## src/rtl/vx_writeback_arb.sv

```systemverilog
// N-to-1 writeback arbiter: round-robin between packets, locked to one source
// from sop to eop, single registered output stage with valid/ready.

module vx_writeback_arb_lane #(
  parameter int SEL_W = 2,
  parameter int LANE  = 0
) (
  input  logic             reset,
  input  logic             grant_vld,
  input  logic [SEL_W-1:0] grant_idx,
  input  logic             adv,
  output logic             ready
);
  // Held low in reset so no upstream beat is consumed while state is cleared.
  assign ready = reset && adv && grant_vld && (grant_idx == SEL_W'(LANE));
endmodule

module vx_writeback_arb #(
  parameter int NUM_INPUTS = 4,
  parameter int DATAW      = 256,
  parameter int SEL_W      = (NUM_INPUTS > 1) ? $clog2(NUM_INPUTS) : 1
) (
  input  logic                              clk,
  input  logic                              reset,
  input  logic [NUM_INPUTS-1:0]             in_valid,
  input  logic [NUM_INPUTS-1:0]             in_sop,
  input  logic [NUM_INPUTS-1:0]             in_eop,
  input  logic [NUM_INPUTS-1:0][DATAW-1:0]  in_data,
  output logic [NUM_INPUTS-1:0]             in_ready,
  output logic                              out_valid,
  output logic                              out_sop,
  output logic                              out_eop,
  output logic [DATAW-1:0]                  out_data,
  output logic [SEL_W-1:0]                  out_sel,
  input  logic                              out_ready,
  output logic                              locked,
  output logic                              proto_err
);

  typedef enum logic {IDLE = 1'b0, LOCKED = 1'b1} lock_e;

  typedef struct packed {
    logic             sop;
    logic             eop;
    logic [SEL_W-1:0] sel;
    logic [DATAW-1:0] data;
  } beat_t;

  lock_e            lock_q, lock_d;
  logic [SEL_W-1:0] owner_q, rr_ptr_q;
  logic [SEL_W-1:0] grant_idx, cand;
  logic             grant_vld, adv, acc;
  logic             out_vld_q, err_q;
  beat_t            out_q, in_beat;

  // Increment modulo NUM_INPUTS; the extra bit avoids overflow before the wrap test.
  function automatic logic [SEL_W-1:0] wrap_inc(input logic [SEL_W-1:0] v);
    logic [SEL_W:0] s;
    s = {1'b0, v} + (SEL_W+1)'(1);
    if (s >= (SEL_W+1)'(NUM_INPUTS)) s = '0;
    return s[SEL_W-1:0];
  endfunction

  assign adv = !out_vld_q || out_ready;

  always_comb begin
    grant_vld = 1'b0;
    grant_idx = rr_ptr_q;
    cand      = rr_ptr_q;
    if (lock_q == LOCKED) begin
      grant_vld = in_valid[owner_q];
      grant_idx = owner_q;
    end else begin
      for (int k = 0; k < NUM_INPUTS; k++) begin
        if (!grant_vld && in_valid[cand]) begin
          grant_vld = 1'b1;
          grant_idx = cand;
        end
        cand = wrap_inc(cand);
      end
    end
  end

  assign acc = reset && grant_vld && adv;

  always_comb begin
    in_beat.sop  = in_sop[grant_idx];
    in_beat.eop  = in_eop[grant_idx];
    in_beat.sel  = grant_idx;
    in_beat.data = in_data[grant_idx];
  end

  genvar gi;
  generate
    for (gi = 0; gi < NUM_INPUTS; gi++) begin : g_lane
      vx_writeback_arb_lane #(.SEL_W(SEL_W), .LANE(gi)) u_lane (
        .reset     (reset),
        .grant_vld (grant_vld),
        .grant_idx (grant_idx),
        .adv       (adv),
        .ready     (in_ready[gi])
      );
    end
  endgenerate

  // Lock FSM: state register
  always_ff @(posedge clk) begin
    if (!reset) lock_q <= IDLE;
    else        lock_q <= lock_d;
  end

  // Lock FSM: next state. A stray sop inside a packet keeps the lock.
  always_comb begin
    lock_d = lock_q;
    if (acc) begin
      if (in_beat.eop)      lock_d = IDLE;
      else if (in_beat.sop) lock_d = LOCKED;
    end
  end

  // Lock FSM: outputs
  always_comb begin
    locked = (lock_q == LOCKED);
  end

  always_ff @(posedge clk) begin
    if (!reset) begin
      owner_q   <= '0;
      rr_ptr_q  <= '0;
      err_q     <= 1'b0;
      out_vld_q <= 1'b0;
      out_q     <= '0;
    end else begin
      if (acc && in_beat.sop && !in_beat.eop) owner_q <= grant_idx;
      if (acc && in_beat.eop) rr_ptr_q <= wrap_inc(grant_idx);
      // Error when sop disagrees with lock state: missing sop in IDLE, extra sop in LOCKED.
      if (acc && ((lock_q == LOCKED) == in_beat.sop)) err_q <= 1'b1;
      if (adv) begin
        out_vld_q <= acc;
        if (acc) out_q <= in_beat;
      end
    end
  end

  assign out_valid = out_vld_q;
  assign out_sop   = out_q.sop;
  assign out_eop   = out_q.eop;
  assign out_sel   = out_q.sel;
  assign out_data  = out_q.data;
  assign proto_err = err_q;

endmodule
```

## config.mk

```make
export PLATFORM = sky130hd
export DESIGN_NAME = vx_writeback_arb
export DESIGN_NICKNAME = d
export VERILOG_FILES = /design/src/rtl/vx_writeback_arb.sv
export SDC_FILE = /design/constraint.sdc
export NUM_CORES = 1
export LEC_CHECK = 0
export ABC_AREA = 1
export CORE_AREA = 2 2 505 507
export CTS_BUF_LIST = sky130_fd_sc_hd__clkbuf_8
export DETAILED_ROUTE_END_ITERATION = 12
export DIE_AREA = 0 0 507 509
export REMOVE_ABC_BUFFERS = 1
export SYNTH_ARGS = -nofsm -noshare
export SYNTH_HDL_FRONTEND = slang
export SYNTH_SLANG_ARGS = --single-unit
```

## constraint.sdc

```tcl
create_clock -name clk -period 3.48 [get_ports clk]
set_clock_uncertainty 0.15 [all_clocks]
set_input_delay 0.87 -clock clk [delete_from_list [all_inputs] [get_ports clk]]
set_output_delay 0.87 -clock clk [all_outputs]
set_load 0.005 [all_outputs]
```

* Word-level counts from Yosys, hierarchy flattened
Index checks and enable logic that the tools add are counted.
Storage, ports and cells: logic and storage cells 89, flip-flop bits (word level) 267, bits of input ports 1039
Operators by class: order comparisons 10, add/sub/neg operators 4, reduce and logical (&&, ||, !) cells 25, eq/ne operators 4, mux-type cells 37
Operators with widths (number):
- 256-bit binary-select mux with 2-bit select | 1
- 256-bit 2-to-1 mux | 1
- 2-bit 2-to-1 mux | 11
- 2-bit by 3-bit less-than comparator with 1-bit output (second input constant) | 6
- 1-bit 2-to-1 mux | 17
- 1-bit logical AND | 15
- 1-bit binary-select mux with 2-bit select | 7
- 2-bit by 1-bit adder with 3-bit output (second input constant) | 4
- 3-bit greater-or-equal comparator (second input constant) | 4
- 1-bit zero test | 5
- 2-bit equality test (second input constant) | 2
- 2-bit AND reduction | 2
- 2-bit by 1-bit equality test with 1-bit output (second input constant) | 1
- 2-bit zero test | 1
- 2-bit nonzero test | 1
- 1-bit equality test | 1
- 1-bit logical OR | 1

* Depth between registers and ports, before layout
depth in word-level cells 21, mapped depth 22, gate-level depth less buffers 20

* Cells and area by module
A second synthesis with hierarchy kept.
Second synthesis, totals: cell total of the unflattened synthesis 2763, area, all modules 16688.5 um^2
By module, submodules not included:
- vx_writeback_arb | times used 1, area each 16623.4 um^2, cells an instance 2747
- vx_writeback_arb_lane at g_lane[1].u_lane ... | times used 2, area each 16.3 um^2, cells an instance 4
- vx_writeback_arb_lane at g_lane[0].u_lane | times used 1, area each 20.0 um^2, cells an instance 5
- vx_writeback_arb_lane at g_lane[3].u_lane | times used 1, area each 12.5 um^2, cells an instance 3

* Least setup slack after synthesis
No wires, ideal clock.
path kind input -> output, from in in_valid[3], to out in_ready[3], path buffers 4, stages 17, data required time 2460 ps, arrival 2526 ps, setup slack -66 ps, cell sequence nand2_1 nand3_1 nand2_2 nand2_2 nor2_4 nand3_1 nand2_1 inv_2 nand2_4 nand2_4 buf_6 buf_4 buf_2 ha_1 inv_1 nor2_1 buf_4
Between the ends: cells in the longest elaborated chain, start to end 18
Ends and longest elaborated chain:
- from (decl) | line 25 | input logic [NUM_INPUTS-1:0] in_valid,
- 1-bit binary-select mux with 2-bit select | line 75 | if (!grant_vld && in_valid[cand]) begin
- 1-bit 2-to-1 mux (implied by the code) | line 75
- 1-bit 2-to-1 mux | line 75
- 1-bit 2-to-1 mux | line 70 | if (lock_q == LOCKED) begin
- 1-bit zero test | line 75
- 1-bit logical AND | line 75
- 1-bit 2-to-1 mux | line 75
- 1-bit 2-to-1 mux | line 70
- (+3 left out)
- 1-bit 2-to-1 mux | line 70
- 1-bit zero test | line 75
- 1-bit logical AND | line 75
- 2-bit 2-to-1 mux (*) | line 75
- 2-bit 2-to-1 mux (*) | line 70
- via g_lane[0].u_lane.grant_idx[0] | line 10 | input logic [SEL_W-1:0] grant_idx,
- 2-bit equality test (*) | line 15 | assign ready = reset && adv && grant_vld && (grant_idx == SEL_W'(LANE));
- 1-bit logical AND (*) | line 15
- to (decl) | line 29 | output logic [NUM_INPUTS-1:0] in_ready,
The timed path passes the listed nets; every way through them passes the cells marked *. The select of a mux whose other input is x is not followed.

* Worst setup path in the final report
from reg rr_ptr_q[0], to out in_ready[0]
Between the ends: cells in the longest elaborated chain, start to end 19
Ends and longest elaborated chain:
- from (decl) | line 50 | logic [SEL_W-1:0] owner_q, rr_ptr_q;
- from (signal assigned) | line 135 | if (acc && in_beat.eop) rr_ptr_q <= wrap_inc(grant_idx);
- 2-bit by 1-bit adder with 3-bit output | line 59 | s = {1'b0, v} + (SEL_W+1)'(1);
- 3-bit greater-or-equal comparator | line 60 | if (s >= (SEL_W+1)'(NUM_INPUTS)) s = '0;
- 2-bit 2-to-1 mux | line 60
- 2-bit 2-to-1 mux | line 70
- 2-bit by 1-bit adder with 3-bit output / 1-bit binary-select mux with 2-bit select (equally long branches) | line 59, 75
- 3-bit greater-or-equal comparator / 1-bit 2-to-1 mux (equally long branches) | line 60, 75
- 2-bit 2-to-1 mux / 1-bit logical AND (equally long branches) | line 60, 75
- 2-bit 2-to-1 mux / 1-bit 2-to-1 mux (equally long branches) | line 70, 75
- (+3 left out)
- 2-bit 2-to-1 mux / 1-bit 2-to-1 mux (equally long branches) | line 70, 75
- 1-bit binary-select mux with 2-bit select / 1-bit 2-to-1 mux (equally long branches) | line 75, 70
- 1-bit 2-to-1 mux (implied by the code) / 1-bit zero test (equally long branches) | line 75
- 1-bit logical AND | line 75
- 2-bit 2-to-1 mux / 1-bit 2-to-1 mux (equally long branches) | line 75
- 2-bit 2-to-1 mux / 1-bit 2-to-1 mux (equally long branches) | line 70
- 2-bit zero test / 1-bit logical AND (equally long branches) | line 15
- 1-bit logical AND (*) | line 15
Every way passes the cells marked *; elsewhere a longest branch is shown, timed or not. The select of a mux whose other input is x is not followed.

==> impl_summary.txt <==
----------------------------------------------------
[Status]
  Status ... complete, but fails checks
  Violations in the final reports ... setup timing

[Yosys]
  Proportion of synthesized chip area in sequential cells ... 28.2%
  Cell taking the most area after synthesis ... dfxtp_1
  Most frequent cells after synthesis ... 643 x nor2_1, 450 x nand2_1, 420 x inv_1, 362 x o21ai_0, 267 x dfxtp_1
  Post-synth top flop ... dfxtp_1
  Most frequently used cell type in the post-synthesis netlist ... nor2_1
  Asr flop ratio synth ... 0%
  Area share of the largest cell type after synthesis ... 28.2%
  Syn Inst Count ... 3133
  Synth top area cells ... dfxtp_1 28%, nor2_1 13%, o21ai_0 9.6%
  Unique cell type count in the Yosys netlist ... 29
  Average instance area after synthesis ... 6.05 um2
  Count of flip-flops with a built-in enable after synthesis ... 0
  Combined area of all synthesized cells ... 19000 um2
  Synthesis Warnings ... 0
  Flip-flop and latch count after synthesis ... 267

[Pwr]
  Worst VDD drop ... 1.43 mV
  Leakage component of the power ... 16.3 nW
  Power density normalized to cell area ... 1300 nW/um2

[Timing]
  Endpoints failing hold ... 0
  Relative slew margins ... 36.1%
  Setup total negative slack ... -1.22 ns
  Final count of negative-setup-slack endpoints ... 4
  Final Worst Setup Slack ... -0.336 ns
  Unrepaired setup endpoints after global routing ... true
  Final Max Tran Viols ... 0
  Final worst path period share ... 110%
  Highest clock frequency the design can meet ... 262 MHz
  Worst hold margin ... 0.311 ns
  Worst Tran Pin Value ... 0.958 ns
  Tmin final ... 3.82 ns

[Hold path]
  Path class of the lowest-slack min-delay path ... flip-flop to flip-flop
  Hold depth ... 2

[Global route]
  Overall fraction of global-route tracks in use ... 16.5%
  Global-route wire length before repair ... 277000 um
  Largest net degree at the start of global routing ... 111
  Antenna violations before repair ... 262
  Total congestion overflow ... 0
  Via count of the first global-routing pass ... 26400

[Floorplanning]
  Number of top-level pins ... 1306
  Initial cell density of the core ... 7.50%
  Die width ... 507 um
  Chip height ... 509 um
  Area of the core ... 253000 um2
  Number of cell rows ... 185
  Total Die Area ... 258000 um2

[Detailed routing]
  Iteration-0 DRC count of the detailed router ... 2218
  Detail-routed net length per standard cell ... 28.0 um
  Number of iterations in the first detailed-routing pass ... 5
  DRC ... 0
  Routed vias ... 28400
  Total Wirelength ... 223000 um
  Via/cell ratio ... 3.56
  Final antenna-violating net count ... 0

[Critical path]
  Required time at the worst-slack endpoint ... 2.46 ns
  Nature of the critical path endpoint ... primary output
  Maximum fanout along the worst path ... 5
  Count of cells along the worst register-to-register path ... 19
  Kind of critical path ... flip-flop to primary output
  Setup crit start kind ... flip-flop
  Critical Path AT ... 2.80 ns

[Clock network]
  Clock root buffer master ... clkbuf_8
  Hold buffer count at cts ... 0
  Clock-pin transition on the worst setup and hold timing paths ... 0.06 ns
  TritonCTS clock tree ... yes
  Number of CTS-inserted buffers ... 68
  Clk buf depth ... 3
  H-tree depth ... 3
  Clock latency on the worst-skew pair ... 0.76 ns
  Clock sink total ... 267

[Place]
  Sum of net half-perimeters after detailed placement ... 193000 um
  Last weighted congestion value of the routability-driven placer ... 0.978
  Worst setup slack after placement ... -0.962 ns
  PortBufs ... 1305
  Placed Instances ... 7742

[Run]
  Number of max-capacitance violations reported ... 0

[Cells and area]
  Final nets ... 5506
  Non-filler instance count after layout ... 7966
  Fraction of layout instances using a drive strength above 1 ... 8.43%
  Area growth from synthesis to layout ... 106%

----------------------------------------------------
routing by layer:
metal	routed length [um]	up-vias	part of all wire [%]	GRT usage, %
met5	988	-	0.44	0
met2	96500	1735	43	26.0
met3	31800	539	14	9.49
li1	-	13000	-	-
met1	85100	13000	38	18.6
met4	8850	150	4.0	5.55
worst max-delay path, stage by stage, from the launching register on:
cell,delay [ns]
dfxtp_4,0.35
ha_4,0.28
buf_6,0.11
nand3_2,0.06
nand2_2,0.09
nand2_4,0.06
nor2_4,0.16
nand3_2,0.10
nand2_2,0.07
inv_2,0.05
nand2_4,0.08
nand2_8,0.09
inv_8,0.08
buf_6,0.09
ha_4,0.11
inv_2,0.04
nor2_4,0.09
buf_2,0.12
layout make-up:
cell class	count	area [um2]
Antenna cell	92	230
Clock buffer	80	1100
Clock inverter	36	255
Fill cell	29200	214000
Inverter	426	1620
Multi-Input combinational cell	2178	11000
Sequential cell	267	5350
Tap cell	3366	4210
Timing Repair Buffer	1521	15300
cell usage in the layout (no fill, tap or decap), types with 4 or more instances in the layout:
cell	count
buf_2	4
diode_2	92
nand3_1	24
clkinvlp_4	4
buf_4	166
o22ai_1	140
o21bai_1	141
buf_6	9
o21ai_1	150
clkinv_2	9
clkdlybuf4s50_1	1293
nand3_2	8
o211ai_1	118
nand2_2	14
clkbuf_8	80
nand2_4	7
ha_4	4
inv_6	4
a21oi_1	5
dfxtp_1	265
inv_2	5
o21ai_0	362
buf_12	43
inv_1	433
nor2_1	639
o21a_1	115
nand2_1	435
logic make-up after synthesis:
group                    count (synthesis)  synth area share [%]
AO/OA/AOI/OAI                         1035                  33.2
adder cells (fa/ha/maj)                  5                 0.330
buffers and inverters                  688                  15.2
flip-flops                             267                  28.2
AND/OR/NAND/NOR                       1138                  23.1
registers in the layout, indices dropped and copies added, names as in the netlist:
register and cells:
out_data 256, out_valid 1, out_sel 2, locked 1
out_sop 1, proto_err 1, owner_q 2, rr_ptr_q 2
out_eop 1
final timing paths:
check | to | slack, ns | startpoint
max | in_ready[0] | -0.34 | rr_ptr_q[0]
min | proto_err | 0.31 | proto_err
max reg2reg | out_data[46] | 0.06 | rr_ptr_q[0]
min reg2reg | proto_err | 0.31 | proto_err
report_power, final:
| part | internal (mW) | leakage (nW) | switching [mW] |
|---|---|---|---|
| Sequential | 4.47 | 2.22 | 0.775 |
| Clock | 2.30 | 0.758 | 2.09 |
| Combinational | 15.2 | 13.3 | 25.9 |
| Total | 22.0 | 16.3 | 28.7 |
stage by stage:
stage               cell area (um2)  power (mW)  utilization [%]
floorplan                     17700        13.8                -
global placement              37100        46.1             14.7
detailed placement            37100        45.9             14.7
CTS                           38700        51.3             15.3
global route                  38800        54.7             15.4
finish                        39000        50.7             15.4
timing repair:
| item | 4_1_cts | 5_1_grt |
|---|---|---|
| pin swaps | 25 | 11 |
| endpoints found under the setup margin | 5 | 12 |
| gates resized for setup | 61 | 22 |
| hold endpoints to repair | 0 | 0 |
| setup buffers | 15 | 2 |
| cloned | 0 | 0 |
(Power assumes the default switching activity.)
